<file path="src/rtl/ddr_stream_fifo.sv">
// Synchronous FIFO between the I_DDR capture and O_DDR drive stages (optional macro DDR_FIFO_ERR_FLAGS_EN adds sticky overflow/underflow).
// Latency: rd_data/rd_valid registered one edge after an accepted rd_en; status flags follow the registered pointers.
// Backpressure: writes while full and reads while empty are dropped; full/empty must be observed by the producer/consumer.
module ddr_stream_fifo #(
    parameter int DATA_WIDTH   = 2,
    parameter int DEPTH        = 256,
    parameter int AFULL_LEVEL  = DEPTH - 4,
    parameter int AEMPTY_LEVEL = 4
) (
    input  logic                     clk,
    input  logic                     reset,
    input  logic                     wr_en,
    input  logic [DATA_WIDTH-1:0]    wr_data,
    input  logic                     rd_en,
    output logic [DATA_WIDTH-1:0]    rd_data,
    output logic                     rd_valid,
    output logic                     full,
    output logic                     empty,
    output logic                     almost_full,
    output logic                     almost_empty,
    output logic [$clog2(DEPTH):0]   count
`ifdef DDR_FIFO_ERR_FLAGS_EN
    ,
    output logic                     overflow,
    output logic                     underflow
`endif
);

    localparam int AW = $clog2(DEPTH);
    localparam logic [AW:0] DEPTH_C  = (AW+1)'(DEPTH);
    localparam logic [AW:0] AFULL_C  = (AW+1)'(AFULL_LEVEL);
    localparam logic [AW:0] AEMPTY_C = (AW+1)'(AEMPTY_LEVEL);
    localparam logic [AW:0] PTR_INC  = (AW+1)'(1);

    logic [DATA_WIDTH-1:0] mem [DEPTH];
    logic [AW:0]           wr_ptr;
    logic [AW:0]           rd_ptr;
    logic                  wr_acc;
    logic                  rd_acc;

    // The extra wrap bit makes the modular difference span 0..DEPTH without ambiguity.
    assign count        = wr_ptr - rd_ptr;
    assign full         = (count == DEPTH_C);
    assign empty        = (count == '0);
    assign almost_full  = (count >= AFULL_C);
    assign almost_empty = (count <= AEMPTY_C);

    assign wr_acc = wr_en && !full;
    assign rd_acc = rd_en && !empty;

    always_ff @(posedge clk) begin
        if (wr_acc && !reset) begin
            mem[wr_ptr[AW-1:0]] <= wr_data;
        end
    end

    always_ff @(posedge clk) begin
        if (reset) begin
            wr_ptr   <= '0;
            rd_ptr   <= '0;
            rd_data  <= '0;
            rd_valid <= 1'b0;
        end else begin
            rd_valid <= rd_acc;
            if (wr_acc) begin
                wr_ptr <= wr_ptr + PTR_INC;
            end
            if (rd_acc) begin
                rd_data <= mem[rd_ptr[AW-1:0]];
                rd_ptr  <= rd_ptr + PTR_INC;
            end
        end
    end

`ifdef DDR_FIFO_ERR_FLAGS_EN
    always_ff @(posedge clk) begin
        if (reset) begin
            overflow  <= 1'b0;
            underflow <= 1'b0;
        end else begin
            if (wr_en && full) begin
                overflow <= 1'b1;
            end
            if (rd_en && empty) begin
                underflow <= 1'b1;
            end
        end
    end
`endif

endmodule

</file>
<file path="config.mk">
export PLATFORM = sky130hd
export DESIGN_NAME = ddr_stream_fifo
export DESIGN_NICKNAME = d
export VERILOG_FILES = /design/src/rtl/ddr_stream_fifo.sv
export SDC_FILE = /design/constraint.sdc
export NUM_CORES = 1
export LEC_CHECK = 0
export ABC_AREA = 0
export BUFFER_PORTS_ARGS = -buffer_cell sky130_fd_sc_hd__buf_2
export CAP_MARGIN = 20
export CORE_ASPECT_RATIO = 0.5
export CORE_MARGIN = 2
export CORE_UTILIZATION = 40
export DETAILED_ROUTE_END_ITERATION = 8
export HOLD_SLACK_MARGIN = 0.06
export PLACE_DENSITY_LB_ADDON = 0.08
export RECOVER_POWER = 100
export SLEW_MARGIN = 25
export SYNTH_ARGS = -nofsm -noshare
export SYNTH_HDL_FRONTEND = slang
export SYNTH_SLANG_ARGS = --single-unit
</file>
<file path="constraint.sdc">
create_clock -name clk -period 4.57 [get_ports clk]
set_clock_uncertainty 0.2 [all_clocks]
set_input_delay 0.2285 -clock clk [delete_from_list [all_inputs] [get_ports clk]]
set_output_delay 0.2285 -clock clk [all_outputs]
set_load 0.01 [all_outputs]
</file>
Word-level counts from Yosys, hierarchy flattened

Memory sizes are Yosys's and may differ from the RTL's. A register that Yosys moved wholly into a read port is not among the register bits.
Cells that the tools add are included.

Flip-flop bits (word level): 19
Memory bits (writable): 512
Input port bits: 6
Word-level logic and storage cells: 19
Memories kept: 1

Add/subtract/negate cells: 3
$lt $le $gt $ge: 2
Equality and inequality tests: 1
Mux-type cells: 2
Reductions and logical operators: 7

Memories:

| memory | depth | bits a word | read ports | clocked after Yosys merged registers in | wr ports | line | source |
|---|---|---|---|---|---|---|---|
| mem    | 256   | 2           | 1          | 1                                       | 1        | 35   | `logic [DATA_WIDTH-1:0] mem [DEPTH];` |

Operators by type and width:

| operator                                                              | number |
|---|---|
| 9-bit by 1-bit adder with 9-bit output, second input constant         | 2 |
| 9-bit equality test, second input constant                            | 1 |
| 9-bit by 8-bit >= comparator with 1-bit output, second input constant | 1 |
| 9-bit by 3-bit <= comparator with 1-bit output, second input constant | 1 |
| 9-bit logical NOT                                                     | 1 |
| 9-bit subtractor                                                      | 1 |
| 1-bit logical AND                                                     | 3 |
| 1-bit logical NOT                                                     | 3 |
| 1-bit 2-to-1 mux                                                      | 2 |

Longest topological paths before layout

Gate-level depths: netlist (run 1).

Depth after elaboration: 7
Gate-level depth with buffers: 16

Least setup slack after synthesis (run 1)

OpenSTA, ideal clock, no wires.

Path kind: flip-flop to flip-flop
From: register rd_ptr[1]
To: memory mem[85][0], enable pin
Setup time: 0.309 ns
Data arrival time: 3.633 ns
Required time: 4.061 ns
Slack: 0.428 ns
Cell stages (with the launch flop): 17
Path buffers: 6
Cells stage by stage: dfxtp_1 > buf_4 > buf_4 > buf_2 > buf_2 > inv_1 > fa_1 > a21o_1 > a21oi_1 > o211ai_1 > nand3_1 > and3b_1 > a41oi_2 > buf_6 > nand3_4 > buf_4 > nor2_1

Longest elaborated chain between the ends: 7

Ends and longest elaborated chain:

| element                                | line | source |
|---|---|---|
| start, declared                        | 37   | `logic [AW:0] rd_ptr;` |
| start signal, assigned                 | 70   | `rd_ptr <= rd_ptr + PTR_INC;` |
| 9-bit subtractor                       | 42   | `assign count = wr_ptr - rd_ptr;` |
| net count[6]                           | 21   | `output logic [$clog2(DEPTH):0] count` |
| 9-bit equality test                    | 43   | `assign full = (count == DEPTH_C);` |
| 1-bit logical NOT                      | 48   | `assign wr_acc = wr_en && !full;` |
| 1-bit logical AND                      | 48   |  |
| 1-bit logical AND                      | 52   | `if (wr_acc && !reset) begin` |
| 1-bit 2-to-1 mux                       | 52   |  |
| 1-bit 2-to-1 mux (not written as such) | 53   | `mem[wr_ptr[AW-1:0]] <= wr_data;` |
| end, declared                          | 35   |  |

The timed path passes the listed nets, and every way through them passes these cells.

Worst setup path after layout (run 1)

From: register rd_ptr[6]
To: memory mem[247][0], enable pin

Longest elaborated chain between the ends: 7

Ends and longest elaborated chain:

| element                                | line |
|---|---|
| 9-bit subtractor                       | 42 |
| 9-bit equality test                    | 43 |
| 1-bit logical NOT                      | 48 |
| 1-bit logical AND                      | 48 |
| 1-bit logical AND                      | 52 |
| 1-bit 2-to-1 mux                       | 52 |
| 1-bit 2-to-1 mux (not written as such) | 53 |

No other way between the ends.

==> results of run 1 <==
worst max-delay path, stage by stage (launching register included):
cell and delay [ns]:
dfxtp_1 0.65, inv_1 0.26, ha_1 0.44, or4_1 0.52
nand3_1 0.15, and3b_1 0.22, a41oi_1 0.21, buf_4 0.34
nand3_1 0.20, clkbuf_2 0.41, nor2_1 0.29
through the flow:
step | std cells | instance area, µm² | utilization, % | total power [µW] | setup slack (ns)
after global routing | 2174 | 24900 | 44.7 | 10800 | 0.0487
final | 2174 | 24900 | 44.7 | 10400 | 0.336
after CTS | 2172 | 24900 | 44.9 | 10500 | 0.374
after floorplan | 1349 | 22500 | - | 6300 | 0.428
after global placement | 2077 | 23500 | 42.2 | 6700 | 0.588
after detailed placement | 2077 | 23500 | 42.2 | 6700 | 0.522
cells in the final DEF, fill, tap and decap left out, types with 6 or more instances in the layout:
master     Yosys  layout
a221oi_1       6       6
nand2_1       43      43
inv_1         17      17
edfxtp_1     512     512
a211oi_1       9       9
ha_1          14      14
o21ai_0       14      14
or4_1          8       8
mux2i_1       27      27
or3_1          6       6
a22oi_1       15      15
clkbuf_1      37      33
dfxtp_1       21      18
nor2_1       285     285
clkinv_1       0      22
clkbuf_2       0      15
clkbuf_16      0      49
nor3_1        11      11
o31ai_1        7       8
nor2b_1       20      20
a21oi_1       21      21
nand3_4        8       8
mux4_2       132     132
buf_4          9      15
nand3_1       22      22
cell type report:
class / instances / area (µm²)
fill: 4932 / 30700
sequential: 533 / 15800
inverter: 18 / 67.6
multi-input combinational: 709 / 6140
clock inverter: 31 / 161
timing repair buffer: 67 / 468
clock buffer: 60 / 1270
tap: 756 / 946
sequential cells by signal (all words and copies together) (netlist names):
signal,cells
mem,512
rd_ptr,9
rd_valid,1
rd_data,2
wr_ptr,9
kinds of logic (layout without fill, tap and decap cells):
group	Yosys count	in the layout	share of synthesized area, %
AO/OA/AOI/OAI	107	107	3.38
XOR/XNOR	7	7	0.273
adder cells (fa/ha/maj)	15	15	0.868
buffers and inverters	107	176	2.37
flip-flops	533	533	70.3
multiplexers	162	162	14.6
AND/OR/NAND/NOR	418	418	8.27
power by group:
part | total [µW] | switching, µW | leakage [µW] | internal [µW]
logic | 1190 | 687 | 0.00188 | 501
registers | 5380 | 14.6 | 0.00477 | 5370
clock network | 3800 | 1820 | 0.000688 | 1980
final timing paths:
path                    from     endpoint  slack [ns]  depth (start not counted)
setup / recovery   rd_ptr[6]  mem[247][0]        0.34                         10
hold / removal    rd_data[1]   rd_data[1]        0.31                          2
setup reg to reg   rd_ptr[6]  mem[247][0]        0.34                         10
hold reg to reg   rd_data[1]   rd_data[1]        0.31                          2
per-layer routing:
| layer | wire length, µm | up-vias |
|---|---|---|
| met5 | 0 | - |
| met4 | 854 | 0 |
| met3 | 3770 | 63 |
| met2 | 27200 | 378 |
| met1 | 27900 | 6674 |
| li1 | - | 5363 |
==> flow_summary_export.csv, run 1 <==
group,metric,value,unit
status,status,"finished, violations left",
status,violations,"max-capacitance violations, max-slew violations",
clock_network,htreeDepth,2,
synth,ys_ff_latch,533,
sta,min_period,4.23,ns
critical_path,required,4.65,ns
critical_path,worstPathArrival,4.31,ns
synth,synth-edff-count,512,
sta,tns,0,ns
route,routed_wl,59.7,mm
flow_run,drv_cap,6,
route,post-route-drc-count,0,
min_path,min_path_type,"reg -> reg",
synth,ys_seq_area_share,70.3,%
synth,synthTopCellsByArea,"edfxtp_1 68%, mux4_2 13%, nor2_1 4.8%, dfxtp_1 1.9%, mux2i_1 1.2%",
critical_path,path_class,"reg -> reg",
placement,portBuffers,21,
sta,slew_headroom,-81.7,%
grt,grt_pass1_wl,87.3,mm
route,first_pass_iters,5,
synth,syn_area_per_cell,16.7,µm²
clock_network,postCtsSetupBuffers,0,
floorplanning,initial_utilization,40.5,%
grt,grt_max_degree,139,
sta,hold_viol_final,0,
synth,ys.warnings.count,0,
grt,grt-busiest-layer,"met2",
route,viasPerCell,5.74,
floorplanning,dieHeight,172,µm
floorplanning,rows,61,
synth,synth_common_cells,"512 x edfxtp_1, 285 x nor2_1, 132 x mux4_2",
synth,ys.flop_type,"edfxtp_1",
clock_network,cts_made_buffers,49,
floorplanning,die_area,58200,µm²
sta,finalCritPeriodShare,92.7,%
clock_network,cts_hold_buf,4,
placement,gp_congestion,0.808,
placement,place_hpwl,35.4,mm
power,leakagePower,0.00734,µW
grt,antenna_found_initial,2,
critical_path,end_kind,"register",
sta,setup_viol,0,
sta,fmax,236,MHz
clock_network,clk_path_buf_depth,3,
synth,synth.distinct_cells,57,
route,dr_total_vias,12500,
synth,synth_top_area_share,68.4,%
floorplanning,ioPinCount,22,
synth,netlist_instances,1349,
synth,synth_area_leader_cell,"edfxtp_1",
sta,drv_slew,387,
layout,antenna_cells,0,
critical_path,critical_path.max_fanout,18,
grt,grt_use_total,20.7,%
sta,rsz0062_at_grt,"false",
floorplanning,core,55600,µm²
layout,nNetsFinal,1399,
sta,tightest_slew,2.72,ns
layout,final_layout_size_suffix_gt1_share,17.3,%
grt,grt_overflow,0,
synth,synth_nets,1370,
grt,grt.met3_usage,3.79,%
synth,syn-cell-area,22500,µm²
grt,grt_pass1_vias,12800,
clock_network,cts_sinks,533,
layout,syn2layout_area_growth,10.6,%
grt,grt.met1_usage,30.8,%
route,ant_nets,0,
clock_network,insertion_delay,0.59,ns
power,power_density,417,nW/µm²
clock_network,cts_tree,"yes",
grt,grt_use_met2,32.0,%
route,wl_per_cell,27.5,µm
synth,yosysMostFrequentCell,"edfxtp_1",
route,drt-initial-drc-count,1415,
sta,holdWs,0.308,ns
power,ir_drop,0.262,mV
clock_network,post_cts_resized,0,
floorplanning,die_x,339,µm
clock_network,cts.clk_slew.worst_paths,0.07,ns
clock_network,clockRootBuffer,"clkbuf_16",
synth,synth_async_sr_flop_share,0,%
critical_path,critPathLaunchType,"register",
Power figures use the tool's default switching activity.
==> inputs of run 2 (changes only) <==
CAP_MARGIN = 25   (was 20)
CORE_UTILIZATION = 35   (was 40)
==> run 2 against run 1 <==
Effect of this change:
- sequential cell count unchanged
- the flow still finishes with violations (max-capacitance violations, max-slew violations)
- register-to-register slack got worse by 0.08 ns
- cell area increased by 0.95%
- count of clock-buffer cells in the layout increased by 7
- critical path depth increased by 3
- non-clock buffer count decreased by 3
- first-iteration DRC count decreased by 21%
- hold slack got worse by 0.015 ns
- power increased by 3.6%
- combinational power about the same
==> flow_summary_export.csv, run 2 (same netlist as run 1, synthesis figures left out) <==
group,metric,value,unit
status,status,"finished, violations left",
status,violations,"max-capacitance violations, max-slew violations",
clock_network,insertion_delay,0.59,ns
floorplanning,dieHeight,183,µm
placement,dp_cells,2156,
sta,setup_viol,0,
floorplanning,core,63300,µm²
route,routed_wl,61.6,mm
clock_network,cts_tree,"yes",
flow_run,drv_cap,4,
sta,tns,0,ns
route,viasPerCell,5.47,
layout,largest_register_ffs,512,
clock_network,clockRootBuffer,"clkbuf_16",
clock_network,cts_made_buffers,51,
critical_path,critPathLaunchType,"register",
clock_network,cts_hold_buf,5,
clock_network,clk_path_buf_depth,3,
placement,gp_congestion,0.777,
floorplanning,die_area,66400,µm²
floorplanning,die_x,362,µm
clock_network,htreeDepth,2,
clock_network,postCtsSetupBuffers,0,
sta,slew_headroom,-81.7,%
placement,place_hpwl,36.6,mm
grt,grt_max_degree,123,
clock_network,cts_sinks,533,
grt,grt_use_total,18.8,%
grt,grt_pass1_wl,89.8,mm
floorplanning,initial_utilization,35.5,%
sta,drv_slew,370,
layout,final_common_cell,"edfxtp_1",
critical_path,required,4.64,ns
layout,final_layout_size_suffix_gt1_share,18.3,%
route,ant_nets,0,
floorplanning,ioPinCount,22,
clock_network,post_cts_resized,0,
min_path,min_path_type,"reg -> reg",
sta,rsz0062_at_grt,"false",
sta,fmax,232,MHz
grt,grt_overflow,0,
layout,nNetsFinal,1398,
critical_path,end_kind,"register",
critical_path,critical_path.max_fanout,11,
layout,final_cell_mix,"512 x edfxtp_1, 284 x nor2_1, 132 x mux4_2",
grt,grt_pass1_vias,12700,
layout,final_core_util,39.7,%
critical_path,worstPathArrival,4.38,ns
power,leakagePower,0.00742,µW
placement,portBuffers,21,
layout,syn2layout_area_growth,11.6,%
floorplanning,rows,65,
route,dr_total_vias,12300,
layout,final_cells,2255,
route,wl_per_cell,27.3,µm
sta,finalCritPeriodShare,94.4,%
layout,fillerInstances,5788,
route,drt-initial-drc-count,1121,
sta,tightest_slew,2.73,ns
sta,hold_viol_final,0,
route,first_pass_iters,5,
route,post-route-drc-count,0,
clock_network,cts.clk_slew.worst_paths,0.07,ns
critical_path,path_class,"reg -> reg",
min_path,hold_depth,2,
power,ir_drop,0.306,mV
grt,antenna_found_initial,1,
critical_path,reg2reg_depth,13,
sta,min_period,4.31,ns
power,power_density,428,nW/µm²
==> run 2: cell types whose count changed in the layout (fill, tap and decap cells not counted), sizes merged <==
cell / delta
clkbuf: +4
clkinvlp: -2
clkinv: -7
bufinv: +4
diode: +1
==> run 2: area by class of cell <==
cell class	count	area (µm²)	share of cell area (%)
Sequential cell	533	15800	63.0
Multi-Input combinational cell	709	6150	24.5
Clock buffer	67	1370	5.45
Tap cell	837	1050	4.17
Timing Repair Buffer	64	414	1.65
Clock inverter	26	238	0.947
Inverter	18	67.6	0.269
Antenna cell	1	2.50	0.00997
==> run 2: per-stage QoR <==
step	area, µm²	power (µW)	setup slack, ns	hold slack, ns
6_report	25100	10700	0.257	0.293
5_1_grt	25100	11200	0.0659	0.322
4_1_cts	25200	10900	0.339	0.0984
3_5_place_dp	23600	6700	0.379	0.288
3_3_place_gp	23600	6700	0.457	0.280
2_1_floorplan	22500	6300	0.428	0.127
==> run 2: path summary, 6_finish.rpt <==
check | to | from | slack, ns
setup reg to reg | mem[73][1] | wr_ptr[0] | 0.26
setup / recovery | mem[73][1] | wr_ptr[0] | 0.26
hold reg to reg | rd_ptr[8] | rd_ptr[8] | 0.29
hold / removal | rd_ptr[8] | rd_ptr[8] | 0.29
==> run 2: power by group <==
part	total [µW]	internal (µW)	switching, µW
combinational	1180	490	690
clock	4180	2330	1850
sequential	5380	5370	13.7
total	10700	8190	2550
==> run 2: worst max-delay path, cell delays in order (launching register included) <==
cell      delay, ns
dfxtp_1        0.35
inv_1          0.16
ha_1           0.18
inv_1          0.05
fa_1           0.39
a21o_1         0.17
a21oi_1        0.31
o211ai_1       0.17
nand3_1        0.14
and3b_1        0.22
a41oi_2        0.36
nand3_1        0.51
clkbuf_4       0.50
nor2_1         0.26
==> run 2: layer usage <==
layer	global-route usage [%]	wire length [µm]	vias up
li1	-	-	5351
met1	27.6	29100	6578
met2	29.3	28300	341
met3	3.59	3360	63
met4	3.49	901	0
met5	0	0	-
